[src/rtl/jk_updown_counter.sv]
// jk_updown_counter: synchronous mod-MODULUS up/down counter built from a bank
// of JK storage cells. The excitation stage derives the next count, turns it
// into per-bit J/K pairs (exported as j_vec/k_vec), and the cells apply JK
// semantics on the rising clock edge.
//
// Build option: define JK_COUNTER_SATURATE_EN to make counting stop at the
// range limits (0 going down, MODULUS-1 going up) instead of wrapping.

// Single JK storage cell. q_bar is taken from the same flop as q so the pair
// can never disagree.
module jk_cell (
    input  logic clk,
    input  logic reset,
    input  logic j,
    input  logic k,
    output logic q,
    output logic q_bar
);

    logic state;

    // JK update: 00 hold, 01 clear, 10 set, 11 toggle; reset clears at once.
    always_ff @(posedge clk or posedge reset) begin
        if (reset) begin
            state <= 1'b0;
        end else begin
            case ({j, k})
                2'b01:   state <= 1'b0;
                2'b10:   state <= 1'b1;
                2'b11:   state <= ~state;
                default: state <= state;
            endcase
        end
    end

    assign q     = state;
    assign q_bar = ~state;

endmodule

module jk_updown_counter #(
    parameter int WIDTH   = 4,
    parameter int MODULUS = 10
) (
    input  logic             clk,
    input  logic             reset,
    input  logic             en,
    input  logic             up,
    input  logic             load,
    input  logic [WIDTH-1:0] load_val,
    output logic [WIDTH-1:0] q,
    output logic [WIDTH-1:0] q_bar,
    output logic             tc,
    output logic [WIDTH-1:0] j_vec,
    output logic [WIDTH-1:0] k_vec
);

    // MODULUS may equal 2^WIDTH, so range checks on load_val use one extra bit.
    localparam logic [WIDTH-1:0] MAX_CNT = WIDTH'(MODULUS - 1);
    localparam logic [WIDTH:0]   MOD_EXT = (WIDTH + 1)'(MODULUS);

    if (MODULUS < 2 || MODULUS > (1 << WIDTH)) begin : g_bad_modulus
        $error("jk_updown_counter: MODULUS must lie in 2..2^WIDTH");
    end

    logic [WIDTH-1:0] n;
    logic [WIDTH-1:0] q_inc;
    logic [WIDTH-1:0] q_dec;
    logic             at_max;
    logic             at_zero;

    assign q_inc   = q + WIDTH'(1);
    assign q_dec   = q - WIDTH'(1);
    assign at_max  = (q == MAX_CNT);
    assign at_zero = (q == '0);

    // Next-count selection: load beats count, count beats hold.
    always_comb begin
        n = q;
        if (load) begin
            // Out-of-range loads clamp to 0 so the count never leaves range.
            n = ({1'b0, load_val} < MOD_EXT) ? load_val : '0;
        end else if (en) begin
            if (up) begin
                if (at_max) begin
`ifdef JK_COUNTER_SATURATE_EN
                    n = q;
`else
                    n = '0;
`endif
                end else if (q > MAX_CNT) begin
                    // Corrupted state going up recovers to 0.
                    n = '0;
                end else begin
                    n = q_inc;
                end
            end else begin
                if (at_zero) begin
`ifdef JK_COUNTER_SATURATE_EN
                    n = q;
`else
                    n = MAX_CNT;
`endif
                end else if (q_dec > MAX_CNT) begin
                    // Corrupted state going down lands on the top of range.
                    n = MAX_CNT;
                end else begin
                    n = q_dec;
                end
            end
        end
    end

    // Excitation: set bits that must rise, clear bits that must fall.
    // 11 is never produced; 00 whenever n == q.
    assign j_vec = ~q & n;
    assign k_vec = q & ~n;

    // Terminal count marks the cycle the limit is crossed (or held at, when
    // saturating); a load in the same cycle suppresses it.
    assign tc = en & ~load & (up ? at_max : at_zero);

    for (genvar i = 0; i < WIDTH; i++) begin : g_cell
        jk_cell u_cell (
            .clk   (clk),
            .reset (reset),
            .j     (j_vec[i]),
            .k     (k_vec[i]),
            .q     (q[i]),
            .q_bar (q_bar[i])
        );
    end

endmodule

[config.mk]
export PLATFORM = sky130hd
export DESIGN_NAME = jk_updown_counter
export DESIGN_NICKNAME = d
export VERILOG_FILES = /design/src/rtl/jk_updown_counter.sv
export SDC_FILE = /design/constraint.sdc
export NUM_CORES = 1
export LEC_CHECK = 0
export CORE_MARGIN = 10
export CORE_UTILIZATION = 40
export CTS_BUF_LIST = sky130_fd_sc_hd__clkbuf_16
export DETAILED_ROUTE_END_ITERATION = 12
export PLACE_DENSITY_LB_ADDON = 0.2
export SLEW_MARGIN = 20
export SYNTH_ARGS = -nofsm -noshare
export SYNTH_HDL_FRONTEND = slang
export SYNTH_SLANG_ARGS = --single-unit
[constraint.sdc]
create_clock -name clk -period 4.4 [get_ports clk]
set_clock_uncertainty 0.2 [all_clocks]
set_input_delay 1.32 -clock clk [delete_from_list [all_inputs] [get_ports clk]]
set_output_delay 1.32 -clock clk [all_outputs]
set_load 0.005 [all_outputs]
==> results_tabular.tex <==
\begin{tabular}{lr}
\hline
Metric & Value \\
\hline
\multicolumn{2}{l}{\textbf{Critical path}} \\
Worst reg2reg setup slack & 1.64 ns \\
CP Data Required Time & 2.88 ns \\
Endpoint of the lowest-slack register-to-register path & g\_cell[3].u\_cell.q\$\_DFFE\_PP0P\_ \\
Top fanout value on the critical path & 3 \\
Cell chain of the critical path & clkdlybuf4s50\_1 -> nor2\_1 -> nand2\_1 -> a221o\_1 -> ha\_1 -> dlygate4sd2\_1 \\
Nature of the critical path startpoint & primary input \\
Sum of buffers and inverters on the critical path & 2 \\
Gate family responsible for the most delay along the worst path & buffers and inverters \\
Critical-path cell with the highest stage delay & sky130\_fd\_sc\_hd\_\_clkdlybuf4s50\_1 \\
Critical Setup Path Class & primary input to primary output \\
Worst-case reg-to-reg path depth & 8 \\
Reg-to-reg critical path startpoint & g\_cell[1].u\_cell.q\$\_DFFE\_PP0P\_ \\
Data arrival time of the critical path & 2.75 ns \\
Crit. End Element & primary output \\
Delay of the slowest cell on the worst path & between 0.4 and 0.5 ns \\
\multicolumn{2}{l}{\textbf{Hold path}} \\
Hold crit path type & flip-flop to flip-flop \\
Worst Hold End & g\_cell[1].u\_cell.q\$\_DFFE\_PP0P\_ \\
Cell depth of the worst hold path & 2 \\
Launch instance of the worst min-delay path & g\_cell[1].u\_cell.q\$\_DFFE\_PP0P\_ \\
\multicolumn{2}{l}{\textbf{Status}} \\
Run status & finished, final reports clean \\
\multicolumn{2}{l}{\textbf{Final layout}} \\
Post-layout utilization of the core & 61.02\% \\
Largest register FFs & 4 \\
Layout cells sized above 1 & 36.61\% \\
Diode count & 0 \\
Post-layout nets & approximately 140 \\
P\&R area growth vs syn & 45.47\% \\
\multicolumn{2}{l}{\textbf{Logic synthesis}} \\
Register area share after synthesis & 12.29\% \\
Share of flip-flops with an asynchronous set or reset & 100.0\% \\
Number of synthesized register bits & 4 \\
List of most frequent post-synthesis cells & sky130\_fd\_sc\_hd\_\_buf\_4 (16), sky130\_fd\_sc\_hd\_\_ha\_1 (13), sky130\_fd\_sc\_hd\_\_inv\_1 (7) \\
Number of enable-type register cells in the synthesized netlist & 0 \\
Most area-hungry cell type in the Yosys netlist & sky130\_fd\_sc\_hd\_\_ha\_1 \\
Gate Count Post-Synth & 92 \\
Post-synth design cell area & between 800 and 900 sq um \\
Synth top area cells & sky130\_fd\_sc\_hd\_\_ha\_1 (20\%), sky130\_fd\_sc\_hd\_\_buf\_4 (15\%), sky130\_fd\_sc\_hd\_\_dfrtp\_1 (12\%), sky130\_fd\_sc\_hd\_\_mux2\_2 (5.5\%), sky130\_fd\_sc\_hd\_\_inv\_1 (3.2\%) \\
Most common cell in the synthesized netlist & sky130\_fd\_sc\_hd\_\_buf\_4 \\
Yosys cell types & 38 \\
Primary FF master, synth & sky130\_fd\_sc\_hd\_\_dfrtp\_1 \\
Mean area per synthesized cell & 8.854 sq um \\
Synthesized net count & about 110 \\
Post-synth top area share & 19.97\% \\
Warnings from Yosys & 0 \\
\multicolumn{2}{l}{\textbf{Power and ir drop}} \\
Power density over cell area & 606.2 nW/um\^{}2 \\
Largest voltage drop on the vdd net & 0.4284 mV \\
Total leakage power & 0.5507 nW \\
\multicolumn{2}{l}{\textbf{Route}} \\
Wirelength per Cell & 16.05 um \\
First-pass DRT Iterations & 3 \\
Via count of the routed design & approximately 740 \\
Remaining design rule violation count & 0 \\
Antenna-violating nets left & 0 \\
Total detailed-routing wirelength & 2231 um \\
Number of DRC markers in iteration 0 & 9 \\
Vias per Instance & 5.288 \\
\multicolumn{2}{l}{\textbf{Clocking}} \\
Clock-pin slew on the worst setup and hold paths & 0.03 ns \\
Number of buffers created by CTS & 3 \\
CTS tree & done \\
CTS H-tree depth & 1 \\
Number of hold-repair buffers added at the cts stage & 0 \\
Root Buffer Master & sky130\_fd\_sc\_hd\_\_clkbuf\_16 \\
Worst-Skew Late Latency & between 0.2 and 0.25 ns \\
CTS max path bufs & 2 \\
Clock Sinks & 4 \\
\multicolumn{2}{l}{\textbf{Floorplanning}} \\
Overall die height & around 65 um \\
Chip Width & 65.13 um \\
Overall die area & between 4000 and 5000 sq um \\
Initial Utilization & approximately two fifths \\
Core Footprint & roughly 1900 sq um \\
Row count & 16 \\
Number of top-level pins & 26 \\
\multicolumn{2}{l}{\textbf{Global routing}} \\
Number of antenna violations at the first check in global routing & 0 \\
Met2 usage & 18.84\% \\
Met1 track demand over resource in global routing & 11.28\% \\
Number of global-route vias before repair & 771 \\
Busiest layer in global routing & met2 \\
Global-route congestion overflow total & 0 \\
Wire length of the first global-routing pass & 3684 um \\
Maximum number of pins on one net before global-route repair & 15 \\
Total routing usage reported by global routing & between 10\% and 20\% \\
GR met3 Demand/Resource & 3.390\% \\
\multicolumn{2}{l}{\textbf{Timing}} \\
Final hold violation count & 0 \\
Slew of the pin with the lowest slew margin & 0.4398 ns \\
Setup repair after global routing missed its margin & no \\
Slew HR & 70.68\% \\
Final max-slew violation count & 0 \\
Minimum hold slack & 0.5143 ns \\
Final worst-path setup slack & 0.1300 ns \\
Post-route clock period utilization & 97.05\% \\
Final setup violating endpoints & 0 \\
Maximum clock frequency & 234.2 MHz \\
Fin crit period & 4.270 ns \\
\multicolumn{2}{l}{\textbf{Placement}} \\
Port buffer count & 25 \\
Worst slack after detailed placement & -0.2821 ns \\
Post-DP HPWL & between 1500 and 2000 um \\
Routability Congestion & slightly below 0.8 \\
\multicolumn{2}{l}{\textbf{Job}} \\
Count of maximum capacitance violations & 0 \\
\hline
\end{tabular}
-- how the worst max path moves through the flow --
| stage | startpoint | end | slack (ns) | depth (start not counted) |
|---|---|---|---|---|
| 2_1_floorplan | up | k_vec[0] | 0.60 | 6 |
| 3_3_place_gp | up | k_vec[1] | -0.27 | 6 |
| 3_5_place_dp | en | j_vec[0] | -0.28 | 7 |
| 4_1_cts | load_val[3] | k_vec[1] | 0.03 | 6 |
| 5_1_grt | en | k_vec[0] | 0.04 | 7 |
| 6_report | load_val[2] | k_vec[3] | 0.13 | 6 |
-- placed cells by master (no fill, tap or decap), types with 2 or more instances in the layout --
master and instances:
sky130_fd_sc_hd__nor3_2 2, sky130_fd_sc_hd__nor2_1 4, sky130_fd_sc_hd__dfrtp_1 4, sky130_fd_sc_hd__a221oi_2 2
sky130_fd_sc_hd__ha_1 9, sky130_fd_sc_hd__clkdlybuf4s50_1 12, sky130_fd_sc_hd__dlygate4sd2_1 8, sky130_fd_sc_hd__inv_1 7
sky130_fd_sc_hd__buf_4 12, sky130_fd_sc_hd__nand2b_4 2, sky130_fd_sc_hd__nor3_1 2, sky130_fd_sc_hd__o21ai_1 3
sky130_fd_sc_hd__clkbuf_16 3, sky130_fd_sc_hd__mux2_2 4, sky130_fd_sc_hd__xnor2_1 2, sky130_fd_sc_hd__ha_2 4
sky130_fd_sc_hd__dlymetal6s2s_1 3, sky130_fd_sc_hd__nand2_1 3, sky130_fd_sc_hd__a211oi_2 2
-- power by group --
group	switching (mW)	total [mW]	leakage (nW)	internal, mW
sequential	0.0219	0.0756	0.0506	0.0537
clock	0.0245	0.140	0.0370	0.116
combinational	0.238	0.502	0.463	0.264
-- cell families after synthesis --
| group | count (synthesis) | synth area share, % |
|---|---|---|
| XOR/XNOR | 2 | 2.151 |
| AO/OA/AOI/OAI | 23 | 25.04 |
| multiplexers | 4 | 5.530 |
| AND/OR/NAND/NOR | 19 | 13.98 |
| adder cells (fa/ha/maj) | 13 | 19.97 |
| flip-flops | 4 | 12.29 |
| buffers and inverters | 27 | 21.05 |
-- layer usage --
layer	part of all wire (%)	wire, um
met2	52	1161
met5	0	0
met4	1.1	25
met1	40	898
met3	6.5	146
-- timing repair --
action / 4_1_cts / 5_1_grt
pin swaps: 8 / 0
endpoints found under the setup margin: 9 / 1
buffers inserted: 1 / 0
resized for setup: 29 / 5
-- area by class of cell --
type                    count  area, sq um
inverters                   7        26.28
fillers                   174        757.0
flip-flops and latches      4        100.1
clock buffers               3        75.07
repair buffers             37        339.1
multi-input cells          61        610.6
well taps                  27        33.78
-- worst reg2reg max path, delay by kind of cell, from the launching register on --
family | cells | cell delay [ns]
mux | 1 | 0.29
fa+ha+maj | 2 | 0.63
flops | 1 | 0.37
buf+inv | 1 | 0.15
compound gates | 3 | 0.54
simple gates | 1 | 0.45
-- through the flow --
| step | instance area, sq um | cells | power (mW) | setup TNS [ns] |
|---|---|---|---|---|
| 2_1_floorplan | 814.5 | 92 | 0.4377 | 0 |
| 3_3_place_gp | 1036 | 135 | 0.5554 | -1.883 |
| 3_5_place_dp | 1036 | 135 | 0.5699 | -1.987 |
| 4_1_cts | 1165 | 139 | 0.7268 | 0 |
| 5_1_grt | 1185 | 139 | 0.7787 | 0 |
| 6_report | 1185 | 139 | 0.7183 | 0 |
(Power assumes the default switching activity.)
